`src/rtl/i2s_capture_ctrl.sv`:
```
// i2s_capture_ctrl: host-command capture sequencer that truncates I2S samples
// and streams their top bytes MSB-first into the capture FIFO, sample-atomically.
module i2s_capture_ctrl #(
    parameter int DATA_SIZE     = 24,
    parameter int REDUCE_FACTOR = 1,
    parameter int FIFO_ADDR_W   = 19,
    parameter int BURST_SAMPLES = 48000
) (
    input  logic                   clk,
    input  logic                   rst_n,
    input  logic                   cmd_valid,
    input  logic [7:0]             cmd_data,
    input  logic                   sample_valid,
    input  logic [DATA_SIZE-1:0]   sample_data,
    output logic                   rx_enable,
    input  logic [FIFO_ADDR_W:0]   fifo_free,
    output logic                   fifo_wr_en,
    output logic [7:0]             fifo_wr_data,
    output logic                   fifo_clear,
    output logic                   capturing,
    output logic                   overflow,
    output logic [15:0]            drop_count,
    output logic [31:0]            sample_count
);
    localparam int KEEP_BYTES = DATA_SIZE/8 - REDUCE_FACTOR;
    localparam int KW = KEEP_BYTES*8;
    localparam int IW = KEEP_BYTES > 1 ? $clog2(KEEP_BYTES) : 1;

    typedef enum logic [1:0] {IDLE, RUN, EMIT, FLUSH} state_t;

    state_t        state_q;
    logic [KW-1:0] buf_q;
    logic [IW-1:0] idx_q;
    logic          burst_q, stop_pending_q, cap_q, wr_en_q, clear_q, ovf_q;
    logic [31:0]   burst_left_q, cnt_q;
    logic [15:0]   drop_q;
    logic [7:0]    wr_data_q;

    logic cmd_start, cmd_stop, cmd_burst, cmd_clear, room, last_byte, burst_end, emit_drop;
    logic [15:0] drop_d;

    assign cmd_start = cmd_valid && cmd_data == 8'h01;
    assign cmd_stop  = cmd_valid && cmd_data == 8'h02;
    assign cmd_burst = cmd_valid && cmd_data == 8'h03;
    assign cmd_clear = cmd_valid && cmd_data == 8'h04;
    assign room      = fifo_free >= (FIFO_ADDR_W+1)'(KEEP_BYTES);
    assign last_byte = idx_q == IW'(KEEP_BYTES-1);
    assign drop_d    = drop_q + {15'd0, ~&drop_q};
    // Once the burst budget is spent, late samples are neither accepted nor counted
    assign emit_drop = sample_valid && !(burst_q && burst_left_q == 32'd0);
    assign burst_end = burst_q && (burst_left_q == 32'd0 || (emit_drop && burst_left_q == 32'd1));

    assign rx_enable    = cap_q;
    assign capturing    = cap_q;
    assign fifo_wr_en   = wr_en_q;
    assign fifo_wr_data = wr_data_q;
    assign fifo_clear   = clear_q;
    assign overflow     = ovf_q;
    assign drop_count   = drop_q;
    assign sample_count = cnt_q;

    always_ff @(posedge clk or negedge rst_n) begin
        if (!rst_n) begin
            state_q        <= IDLE;
            buf_q          <= '0;
            idx_q          <= '0;
            burst_q        <= 1'b0;
            stop_pending_q <= 1'b0;
            cap_q          <= 1'b0;
            wr_en_q        <= 1'b0;
            clear_q        <= 1'b0;
            ovf_q          <= 1'b0;
            burst_left_q   <= '0;
            cnt_q          <= '0;
            drop_q         <= '0;
            wr_data_q      <= '0;
        end else begin
            wr_en_q <= 1'b0;
            clear_q <= 1'b0;
            if (cmd_clear) begin
                state_q        <= FLUSH;
                clear_q        <= 1'b1;
                cap_q          <= 1'b0;
                ovf_q          <= 1'b0;
                drop_q         <= '0;
                cnt_q          <= '0;
                stop_pending_q <= 1'b0;
                burst_q        <= 1'b0;
                burst_left_q   <= '0;
            end else begin
                case (state_q)
                    IDLE: if (cmd_start || cmd_burst) begin
                        state_q      <= RUN;
                        cap_q        <= 1'b1;
                        burst_q      <= cmd_burst;
                        burst_left_q <= cmd_burst ? 32'(BURST_SAMPLES) : 32'd0;
                    end
                    RUN: if (cmd_stop) begin
                        state_q <= IDLE;
                        cap_q   <= 1'b0;
                    end else if (sample_valid) begin
                        if (burst_q) burst_left_q <= burst_left_q - 32'd1;
                        if (room) begin
                            state_q   <= EMIT;
                            wr_en_q   <= 1'b1;
                            wr_data_q <= sample_data[DATA_SIZE-1 -: 8];
                            buf_q     <= sample_data[DATA_SIZE-1 -: KW] << 8;
                            idx_q     <= '0;
                        end else begin
                            ovf_q  <= 1'b1;
                            drop_q <= drop_d;
                            if (burst_q && burst_left_q == 32'd1) begin
                                state_q <= IDLE;
                                cap_q   <= 1'b0;
                            end
                        end
                    end
                    EMIT: begin
                        if (cmd_stop) stop_pending_q <= 1'b1;
                        if (emit_drop) begin
                            ovf_q  <= 1'b1;
                            drop_q <= drop_d;
                            if (burst_q) burst_left_q <= burst_left_q - 32'd1;
                        end
                        if (last_byte) begin
                            cnt_q          <= cnt_q + 32'd1;
                            stop_pending_q <= 1'b0;
                            if (stop_pending_q || cmd_stop || burst_end) begin
                                state_q <= IDLE;
                                cap_q   <= 1'b0;
                            end else begin
                                state_q <= RUN;
                            end
                        end else begin
                            wr_en_q   <= 1'b1;
                            wr_data_q <= buf_q[KW-1 -: 8];
                            buf_q     <= buf_q << 8;
                            idx_q     <= idx_q + 1'b1;
                        end
                    end
                    default: state_q <= IDLE;
                endcase
            end
        end
    end
endmodule

```
`config.mk`:
```
export PLATFORM = sky130hd
export DESIGN_NAME = i2s_capture_ctrl
export DESIGN_NICKNAME = d
export VERILOG_FILES = /design/src/rtl/i2s_capture_ctrl.sv
export SDC_FILE = /design/constraint.sdc
export NUM_CORES = 1
export LEC_CHECK = 0
export CORE_MARGIN = 2
export CORE_UTILIZATION = 50
export DETAILED_ROUTE_END_ITERATION = 8
export DONT_BUFFER_PORTS = 1
export SYNTH_ARGS = -nofsm -noshare
export SYNTH_HDL_FRONTEND = slang
export SYNTH_SLANG_ARGS = --single-unit
```
`constraint.sdc`:
```
create_clock -name clk -period 4 [get_ports clk]
set_input_delay 0.4 -clock clk [delete_from_list [all_inputs] [get_ports clk]]
set_output_delay 0.4 -clock clk [all_outputs]
set_load 0.02 [all_outputs]
```
==> out/summary.log, run 1 <==
qor: status.outcome finished, final reports clean
qor: yosys.synth_nets 699
qor: critical_path.worstRegToRegCells 8
qor: sta.timing.final.max_slew_violations 0
qor: critical_path.cp_data_required_time 4.27 ns
qor: yosys.synthXorXnorAreaFrac 5.86%
qor: drt.vias_per_cell 5.95
qor: power.leakagePower 2.66 nW
qor: floorplanning.die_w 111 µm
qor: power.power_report.internal_total 0.00259 W
qor: placed_design.port_buffers 0
qor: grt.m1_gr_usage 30.0%
qor: drt.wirelength 13000 µm
qor: power.pwr-share-seq 39.0%
qor: floorplanning.fp.dieArea 12200 µm²
qor: power.worst_ir_drop_vdd 0.583 mV
qor: placed_design.dp_slack 0.596 ns
qor: yosys.synth_edf_count 0
qor: yosys.synth-async-reset-ratio 100%
qor: run.maxCapViolCount 0
qor: finish.layout.filler_cells 994
qor: finish.drive_gt1_share 6.61%
qor: yosys.post_synth_instance_area 5680 µm²
qor: sta.timing.final.crit_share 85.3%
qor: yosys.mean_post_synth_cell_area 8.98 µm²
qor: clocking.cts_inserted_buffers 9
qor: grt.via_count_of_the_first_global_routing_pass 4531
qor: critical_path.critPathMaxFanout 11
qor: critical_path.timing.setup.critical_path_class flop to flop
qor: power.power_dens_cells 757 nW/µm²
qor: floorplanning.io-pin-count 117
qor: critical_path.cp-end-kind flop
qor: power.power_switching 0.00208 W
qor: clocking.ctsRootBufferMaster clkbuf_16
qor: placed_design.hpwl 8890 µm
qor: yosys.yosys.area_share.simple 25.8%
qor: grt.grt.busiest_layer met2
qor: critical_path.r2r_end burst_left_q[15]
qor: floorplanning.die_y 111 µm
qor: finish.areaGrowthSynthToFinish 8.45%
qor: grt.groute.layer.met3.usage 4.72%
qor: yosys.dominant_combinational_cell_family_by_area_after_synthesis simple AND/OR/NAND/NOR gates
qor: critical_path.reg2reg_slack 0.59 ns
qor: sta.post-route-min-period 3.41 ns
qor: clocking.clkLatencyLatePin 0.35 ns
qor: yosys.synth_cell_types 52
qor: grt.global_route.usage.met2 34.1%
qor: yosys.synthDominantAreaCellType dfrtp_1
qor: yosys.yosys-mux-area-fraction 1.98%
qor: sta.tightest_slew 0.970 ns
qor: clocking.clock_tree.buffer_depth 2
qor: worst_hold_path.class_of_the_worst_hold_path input port to flop
qor: sta.fin_worst_hold_slack 0.183 ns
qor: drt.first_pass_iters 5
qor: power.comb_power_share 42.8%
qor: clocking.ctsResizeCount 0
qor: grt.global_route.overflow_total 0
qor: sta.final.setup.worst_slack 0.588 ns
qor: finish.antenna_cells 0
qor: yosys.top_post_synthesis_cells_by_area dfrtp_1 (46%), nor2_1 (5.5%), o21ai_0 (4.7%), a21oi_1 (3.3%), xor2_1 (3.2%)
qor: clocking.clk_pin_slew 0.07 ns
qor: power.clock_power_share 18.1%
qor: yosys.yosysWarnings 0
qor: sta.final-hold-violation-count 0
qor: clocking.tritoncts done
qor: sta.fin_skew 0.00738 ns
qor: clocking.clkSinkCount 105
qor: grt.initial_antenna_violation_count 0
qor: yosys.synth_compound_gate_area_share 14.3%
qor: grt.grt_pass1_wl 22200 µm
qor: drt.route.detailed.wl_per_inst 16.7 µm
qor: placed_design.last_weighted_congestion_value_of_the_routability_driven_placer 0.822
qor: yosys.synth.ff_latch_count 105
qor: critical_path.critical_path_arrival 3.68 ns
qor: grt.grt_use_total 21.7%
qor: critical_path.setup.worst_path.start_class flop
qor: sta.report.final.setup_viol 0
qor: floorplanning.placeableCoreArea 11000 µm²
qor: sta.slew_headroom 34.9%
qor: drt.first_iter_violations 279
qor: power.netSwitchingFraction 44.5%
qor: power.p_total 0.00467 W
qor: yosys.synth_flop_cell dfrtp_1
qor: critical_path.critical_register_to_register_path_startpoint burst_left_q[13]
qor: yosys.seq_area_frac_synth 46.2%
qor: critical_path.timing.critical_path.from burst_left_q[13]
qor: sta.unrepaired_setup_endpoints_after_global_routing false
qor: yosys.yosysTopAreaCellShare 46.2%
qor: drt.num_vias 4612
qor: critical_path.worst_setup_path_endpoint burst_left_q[15]
qor: yosys.netlist_instances 633
qor: finish.finish.net_count 696
qor: sta.tns 0 ns
qor: sta.max_freq 0.293 GHz
qor: grt.largest_net_degree_at_the_start_of_global_routing 106
qor: floorplanning.placementRows 38
qor: yosys.synthAdderAreaFrac 2.20%
qor: floorplanning.initial_utilization 51.7%
qor: clocking.cts_max_level 3
qor: drt.post-route-drc-count 0
qor: drt.post_route_ant_nets 0
## metrics by stage
stage          area, µm²  util (%)  std cells
2_1_floorplan       5680         -        633
5_1_grt             6160      56.1        775
6_report            6160      56.1        775
3_3_place_gp        5840      53.2        757
3_5_place_dp        5840      53.2        757
4_1_cts             6150      56.0        774
## power groups by stage
| stage | combinational [W] | sequential (W) | clock [W] |
|---|---|---|---|
| floorplan | 0.00156 | 0.00174 | 0 |
| global placement | 0.00192 | 0.00182 | 0 |
| detailed placement | 0.00198 | 0.00183 | 0 |
| CTS | 0.00201 | 0.00182 | 0.000866 |
| global route | 0.00228 | 0.00187 | 0.000902 |
| finish | 0.00200 | 0.00182 | 0.000846 |
## layout make-up
cell class                 count  area, µm²  share of cell area [%]
multi-input combinational    480       2860                    46.4
sequential                   105       2630                    42.6
clock buffer                  10        239                    3.88
tap                          140        175                    2.84
timing repair buffer          14        140                    2.27
inverter                      20       75.1                    1.22
clock inverter                 6       43.8                   0.711
## worst min path at each step
stage	startpoint	to	slack [ns]	depth (start not counted)
global route	sample_data[12]	buf_q[12]	0.17	1
floorplan	rst_n	buf_q[10]	0.10	0
detailed placement	rst_n	drop_count[9]	0.11	0
finish	sample_data[13]	buf_q[13]	0.18	1
global placement	rst_n	drop_count[11]	0.11	0
CTS	rst_n	burst_left_q[19]	0.01	1
## cells in the mapped netlist (all sizes together) (13+ instances only)
master  count
nand2b     21
xnor2      17
dfrtp     105
xor2       21
nor2       83
nor4       20
and3       16
a21oi      37
nor3       28
clkbuf     22
nand2      38
nand3      33
o21ai      53
inv        20
or3        13
## state kept, by name (all words and copies together), names as in the netlist
name	flops
buf_q	8
burst_left_q	32
burst_q	1
capturing	1
drop_count	16
fifo_clear	1
fifo_wr_data	8
fifo_wr_en	1
idx_q	1
overflow	1
sample_count	32
state_q	2
stop_pending_q	1
## placed cells by master (no fill, tap or decap), types with 9 or more instances in the layout
| master | netlist | layout |
|---|---|---|
| and3_1 | 16 | 16 |
| nand2_1 | 38 | 38 |
| nand4_1 | 9 | 9 |
| nor3_1 | 28 | 27 |
| xnor2_1 | 17 | 17 |
| nor2_1 | 83 | 83 |
| o21ai_0 | 53 | 53 |
| nand2b_1 | 21 | 21 |
| a22o_1 | 10 | 10 |
| a21oi_1 | 37 | 37 |
| nand3_1 | 33 | 33 |
| or3_1 | 13 | 13 |
| clkbuf_16 | 0 | 9 |
| buf_4 | 3 | 11 |
| ha_1 | 10 | 10 |
| nor4_1 | 19 | 18 |
| mux2i_1 | 9 | 9 |
| inv_1 | 20 | 20 |
| xor2_1 | 21 | 21 |
| dfrtp_1 | 105 | 105 |
## what timing repair did
item,in CTS,in global routing
hold buffers,1,1
buffers inserted,0,0
endpoints found under the hold margin,105,2
## cells by family (layout without fill, tap and decap cells)
kind of cell / count (synthesis) / count (layout)
simple gates: 288 / 288
compound gates: 133 / 133
flops: 105 / 105
buf+inv: 48 / 50
xor+xnor: 38 / 38
mux: 11 / 11
fa+ha+maj: 10 / 10
## metal layers
| layer | wire, µm | part of all wire (%) |
|---|---|---|
| met4 | 89 | 0.69 |
| met3 | 829 | 6.4 |
| met5 | 0 | 0 |
| met2 | 6080 | 47 |
| met1 | 5970 | 46 |
## worst max-delay path, stage by stage, from the launching register on
cell and delay (ns):
dfrtp_1 0.44, or4_1 0.61, or3_1 0.44, or4_4 0.60, o311ai_4 0.29, nand2b_1 0.50
buf_4 0.24, nor2_1 0.05, nor3_1 0.16
No activity file was read; power rests on OpenSTA's default activity.
==> run 2, diff against run 1 <==
- PLACE_DENSITY: default -> 0.68
- clock period: 4 -> 2.75 ns (I/O delays scaled with it)
==> run 2 against run 1 <==
Against the previous run:
- the run now ends with negative setup slack left
- combinational power is 110% higher
- clock skew is 0.0018 ns lower
- final cell count is 7.4% higher
- clock-buffer cell count is 1 higher
- via count is 7.4% higher
- cell area is 11% higher
- first-iteration DRC count is 13% higher
- fmax is 18% higher
- clock power is 43% higher
- worst setup slack worse by 0.74 ns
==> out/summary.log, run 2 (synthesized netlist as in run 1, its figures left out) <==
qor: status.outcome finished with violations
qor: status.failing_checks negative setup slack
qor: power.netSwitchingFraction 43.7%
qor: power.clock_power_share 15.0%
qor: drt.vias_per_cell 5.95
qor: placed_design.port_buffers 0
qor: critical_path.critical_path.most_common_cell or4_4
qor: critical_path.critPathMaxFanout 6
qor: critical_path.critical_path.n_buffers_inverters 0
qor: drt.num_vias 4952
qor: critical_path.slowest_delay 0.56 ns
qor: finish.finish.net_count 753
qor: finish.drive_gt1_share 20.5%
qor: finish.most-common-layout-cells dfrtp_1 (105), nor2_1 (81), buf_4 (61)
qor: drt.route.detailed.wl_per_inst 16.8 µm
qor: drt.wirelength 14000 µm
qor: sta.slew_headroom 34.4%
qor: sta.final-hold-violation-count 0
qor: critical_path.cpMaxStageDelayCell or4_4
qor: finish.antenna_cells 0
qor: placed_design.hpwl 9720 µm
qor: floorplanning.die_w 111 µm
qor: sta.unrepaired_setup_endpoints_after_global_routing true
qor: finish.areaGrowthSynthToFinish 20.7%
qor: clocking.tritoncts done
qor: power.power_dens_cells 1180 nW/µm²
qor: sta.max_freq 0.345 GHz
qor: finish.layout.filler_cells 897
qor: floorplanning.fp.dieArea 12200 µm²
qor: drt.first_pass_iters 6
qor: grt.via_count_of_the_first_global_routing_pass 4832
qor: drt.post-route-drc-count 0
qor: critical_path.timing.setup.critical_path_class flop to flop
qor: sta.fin_skew 0.00560 ns
qor: sta.final.setup.worst_slack -0.150 ns
qor: drt.post_route_ant_nets 0
qor: clocking.clkLatencyLatePin 0.36 ns
qor: floorplanning.initial_utilization 51.7%
qor: finish.final_common_cell dfrtp_1
qor: clocking.cts_inserted_buffers 9
qor: worst_hold_path.class_of_the_worst_hold_path input port to flop
qor: critical_path.cp_data_required_time 2.99 ns
qor: grt.initial_antenna_violation_count 0
qor: clocking.clock_tree.buffer_depth 2
qor: power.p_total 0.00806 W
qor: floorplanning.placeableCoreArea 11000 µm²
qor: placed_design.last_weighted_congestion_value_of_the_routability_driven_placer 0.912
qor: clocking.ctsRootBufferMaster clkbuf_16
qor: clocking.clkSinkCount 105
qor: floorplanning.placementRows 38
qor: finish.layout.cell_area.non_filler 6860 µm²
qor: placed_design.postPlaceCellArea 6340 µm²
qor: critical_path.cp-end-kind flop
qor: sta.post-route-min-period 2.90 ns
qor: power.leakagePower 3.01 nW
qor: sta.timing.final.max_slew_violations 0
qor: power.worst_ir_drop_vdd 0.764 mV
qor: grt.grt_pass1_wl 23600 µm
qor: power.power_switching 0.00352 W
qor: grt.grt_use_total 23.3%
qor: sta.timing.final.crit_share 105%
qor: finish.fin_util 62.5%
qor: clocking.clk_pin_slew 0.07 ns
qor: critical_path.critical-path-top-delay-family simple AND/OR/NAND/NOR gates
qor: critical_path.critical_path_arrival 3.14 ns
qor: power.power_report.internal_total 0.00454 W
qor: power.comb_power_share 52.8%
qor: sta.report.final.setup_viol 50
qor: run.maxCapViolCount 0
qor: clocking.cts_max_level 3
qor: drt.first_iter_violations 315
qor: power.pwr-share-seq 32.2%
qor: grt.largest_net_degree_at_the_start_of_global_routing 106
qor: critical_path.worstPathCellList or4_4 > or3_4 > or4_4 > o311ai_4 > nand2b_2 > nor2_2 > a32o_1
qor: floorplanning.io-pin-count 117
qor: critical_path.setup.worst_path.start_class flop
qor: sta.tightest_slew 0.977 ns
qor: floorplanning.die_y 111 µm
qor: grt.global_route.overflow_total 0
## run 2: cell types whose count changed in the layout (fill, tap and decap cells not counted), moves of 4 or more
cell	change
nor3_2	+5
buf_4	+50
o22ai_1	-6
o21ai_0	-32
o22ai_2	+4
buf_6	+5
nor3_1	-5
o21ai_1	+18
o41ai_1	-4
o21ai_2	+13
o41ai_2	+4
## run 2: final cells by class
cell class                      instances  area, µm²  share of cell area, %
Clock inverter                          5       37.5                  0.547
Inverter                               20       75.1                   1.09
Multi-Input combinational cell        481       3120                   45.5
Sequential cell                       105       2630                   38.3
Timing Repair Buffer                   70        592                   8.63
Clock buffer                           11        233                   3.39
Tap cell                              140        175                   2.55
## run 2: layer usage
| metal | share of wire, % | wire, µm | global-route usage (%) |
|---|---|---|---|
| met1 | 45 | 6300 | 32.4 |
| met3 | 7.7 | 1080 | 6.75 |
| met5 | 0 | 0 | 0 |
| met2 | 46 | 6440 | 36.1 |
| met4 | 1.0 | 143 | 5.83 |
## run 2: path summary, 6_finish.rpt
check / cells past startpoint / slack (ns) / endpoint / start
setup / recovery: 7 / -0.15 / burst_left_q[27] / burst_left_q[16]
hold / removal: 1 / 0.05 / buf_q[12] / sample_data[12]
setup reg to reg: 7 / -0.15 / burst_left_q[27] / burst_left_q[16]
hold reg to reg: 1 / 0.47 / burst_left_q[31] / burst_left_q[31]
max in group asynchronous: 2 / 1.80 / burst_left_q[8] / rst_n
min in group asynchronous: 2 / 0.50 / sample_count[30] / rst_n
## run 2: power by group through the flow
stage | sequential (W) | clock (W) | combinational (W)
final | 0.00259 | 0.00121 | 0.00426
after global routing | 0.00266 | 0.00130 | 0.00468
after CTS | 0.00258 | 0.00125 | 0.00400
after detailed placement | 0.00259 | 0 | 0.00376
after global placement | 0.00258 | 0 | 0.00364
after floorplan | 0.00254 | 0 | 0.00256
## run 2: per-stage QoR
step | hold WS [ns] | setup TNS [ns] | std cells | setup slack, ns
after global placement | -0.0183 | -3.79 | 808 | -0.179
after floorplan | -0.0206 | -6.58 | 633 | -0.234
after global routing | 0.0369 | -8.30 | 832 | -0.235
after CTS | 0.0345 | -2.91 | 830 | -0.113
final | 0.0483 | -3.64 | 832 | -0.150
after detailed placement | -0.0183 | -5.53 | 808 | -0.211
## run 2: worst register-to-register path: stages (launching register included)
cell,delay [ns]
dfrtp_1,0.39
or4_4,0.54
or3_4,0.35
or4_4,0.57
o311ai_4,0.35
nand2b_2,0.31
nor2_2,0.06
a32o_1,0.22
## run 2: what timing repair did
item | 4_1_cts | 5_1_grt
pin swaps | 11 | 9
resized for setup | 23 | 35
gates cloned | 1 | 0
hold buffers | 2 | 0
endpoints found under the hold margin | 105 | 0
setup buffers | 3 | 2
setup endpoints to repair | 50 | 51
==> run 3, diff against run 2 <==
- PLACE_DENSITY: 0.68 -> default
- SKIP_LAST_GASP: default -> 1
- clock period: 2.75 -> 3.24 ns (I/O delays scaled with it)
==> run 3 against run 2 <==
Against the previous run:
- the flow now finishes without violations
- worst setup slack improved by 0.26 ns
- clock power fell by 8%
- global-route usage fell by 1.7 points
- register-to-register slack improved by 0.26 ns
- non-clock buffer count fell by 43
- total power fell by 25%
- sequential power fell by 13%
- clock skew rose by 0.0026 ns
- highest routed layer unchanged
==> out/summary.log, run 3 (synthesized netlist as in run 1, its figures left out) <==
qor: status.outcome finished, final reports clean
qor: placed_design.dp_slack 0.115 ns
qor: power.power_dens_cells 960 nW/µm²
qor: sta.final.setup.worst_slack 0.111 ns
qor: clocking.clkLatencyLatePin 0.35 ns
qor: grt.global_route.usage.met2 34.1%
qor: grt.largest_net_degree_at_the_start_of_global_routing 106
qor: critical_path.critical_path.n_buffers_inverters 1
qor: critical_path.cpMaxStageDelayCell or4_4
qor: critical_path.worst_setup_path_endpoint burst_left_q[27]
qor: grt.grt.busiest_layer met2
qor: clocking.ctsRootBufferMaster clkbuf_16
qor: critical_path.timing.setup.critical_path_class flop to flop
qor: drt.post-route-drc-count 0
qor: critical_path.setup.worst_path.start_class flop
qor: critical_path.critPathMaxFanout 12
qor: finish.drive_gt1_share 8.33%
qor: finish.finish.net_count 709
qor: floorplanning.die_y 111 µm
qor: critical_path.cp-end-kind flop
qor: drt.vias_per_cell 5.95
qor: finish.most-common-layout-cells dfrtp_1 (105), nor2_1 (83), o21ai_0 (53)
qor: worst_hold_path.class_of_the_worst_hold_path input port to flop
qor: finish.layout.cell_area.non_filler 6270 µm²
qor: finish.post_layout_nonfiller_instances 788
qor: placed_design.cell_count_after_placement 770
qor: clocking.clock_tree.buffer_depth 2
qor: power.leakagePower 2.72 nW
qor: placed_design.hpwl 9190 µm
qor: run.maxCapViolCount 0
qor: power.worst_ir_drop_vdd 0.582 mV
qor: sta.unrepaired_setup_endpoints_after_global_routing false
qor: finish.layout.filler_cells 972
qor: placed_design.port_buffers 0
qor: drt.num_vias 4687
qor: grt.via_count_of_the_first_global_routing_pass 4601
qor: critical_path.critical-path-top-delay-family simple AND/OR/NAND/NOR gates
qor: placed_design.postPlaceCellArea 5940 µm²
qor: grt.grt_pass1_wl 22200 µm
qor: drt.first_pass_iters 5
qor: critical_path.cp_data_required_time 3.47 ns
qor: critical_path.slowest_delay 0.57 ns
qor: grt.initial_antenna_violation_count 0
qor: grt.groute.layer.met3.usage 5.98%
qor: critical_path.worstPathCellList or4_4 > or4_4 > or4_4 > o311ai_4 > nand2b_1 > buf_12 > nor2_1 > a32o_1
qor: grt.global_route.overflow_total 0
qor: sta.fin_skew 0.00816 ns
qor: drt.first_iter_violations 286
qor: sta.tightest_slew 0.714 ns
qor: floorplanning.placementRows 38
qor: clocking.postCtsSetupRepairBufs 0
qor: sta.fin_worst_hold_slack 0.107 ns
qor: floorplanning.placeableCoreArea 11000 µm²
qor: clocking.clk_pin_slew 0.07 ns
qor: grt.grt_use_total 21.7%
qor: clocking.tritoncts done
qor: floorplanning.initial_utilization 51.7%
qor: clocking.cts_inserted_buffers 9
qor: sta.timing.final.max_slew_violations 0
qor: critical_path.critical_path.most_common_cell or4_4
qor: critical_path.r2r_end burst_left_q[27]
qor: sta.final-hold-violation-count 0
qor: critical_path.worstRegToRegCells 8
qor: clocking.clkSinkCount 105
qor: placed_design.last_weighted_congestion_value_of_the_routability_driven_placer 0.869
qor: critical_path.critical_path_arrival 3.36 ns
qor: sta.post-route-min-period 3.13 ns
qor: floorplanning.io-pin-count 117
qor: sta.timing.final.crit_share 96.6%
qor: grt.m1_gr_usage 29.9%
qor: drt.post_route_ant_nets 0
qor: sta.max_freq 0.320 GHz
qor: finish.areaGrowthSynthToFinish 10.4%
qor: drt.wirelength 13100 µm
qor: finish.antenna_cells 0
qor: floorplanning.die_w 111 µm
qor: sta.tns 0 ns
qor: critical_path.critical_register_to_register_path_startpoint burst_left_q[27]
qor: drt.route.detailed.wl_per_inst 16.7 µm
qor: critical_path.reg2reg_slack 0.11 ns
qor: critical_path.timing.critical_path.from burst_left_q[27]
qor: critical_path.path_depth 8
qor: finish.final_common_cell dfrtp_1
qor: floorplanning.fp.dieArea 12200 µm²
qor: clocking.cts_max_level 3
qor: sta.slew_headroom 52.0%
qor: sta.report.final.setup_viol 0
[run 3: changes by cell type in the layout (fill, tap and decap cells not counted), moves of 5 or more]
| cell | before | now |
|---|---|---|
| buf_4 | 61 | 24 |
| o21ai_0 | 21 | 53 |
| o21ai_1 | 18 | 0 |
| o21ai_2 | 13 | 0 |
| o22ai_1 | 0 | 6 |
| buf_6 | 5 | 0 |
| nor3_1 | 22 | 27 |
| nor3_2 | 6 | 1 |
[run 3: layout make-up]
| cell class | count | area (µm²) | share of cell area (%) |
|---|---|---|---|
| Multi-Input combinational cell | 480 | 2860 | 45.6 |
| Clock buffer | 10 | 229 | 3.65 |
| Sequential cell | 105 | 2630 | 41.9 |
| Inverter | 20 | 75.1 | 1.20 |
| Tap cell | 140 | 175 | 2.79 |
| Clock inverter | 6 | 66.3 | 1.06 |
| Timing Repair Buffer | 27 | 238 | 3.79 |
[run 3: report_power, final]
group	total [W]	switching [W]	internal (W)	leakage [nW]
Clock	0.00111	0.000506	0.000602	0.135
Combinational	0.00267	0.00155	0.00112	1.22
Sequential	0.00225	0.000558	0.00169	1.37
[run 3: how the worst min path moves through the flow]
stage                     end  slack [ns]            start  cells past startpoint
2_1_floorplan       buf_q[10]        0.03            rst_n                      0
3_3_place_gp   drop_count[11]        0.03            rst_n                      0
3_5_place_dp    drop_count[9]        0.03            rst_n                      0
4_1_cts              buf_q[8]        0.09   sample_data[8]                      1
5_1_grt             buf_q[12]        0.09  sample_data[12]                      1
6_report            buf_q[14]        0.11  sample_data[14]                      1
[run 3: per-stage QoR]
step / total power, W / utilization, %
after floorplan: 0.00407 / -
final: 0.00602 / 57.1
after CTS: 0.00605 / 57.1
after detailed placement: 0.00489 / 54.1
after global routing: 0.00648 / 57.1
after global placement: 0.00480 / 54.1
[run 3: timing repair]
action | 4_1_cts | 5_1_grt
resized for setup | 0 | 0
endpoints found under the hold margin | 105 | 0
hold buffers | 2 | 0
[run 3: per-layer routing]
metal | vias up | part of all wire, %
li1 | 2279 | -
met1 | 2259 | 47
met2 | 145 | 46
met3 | 4 | 6.1
met4 | 0 | 0.46
met5 | - | 0
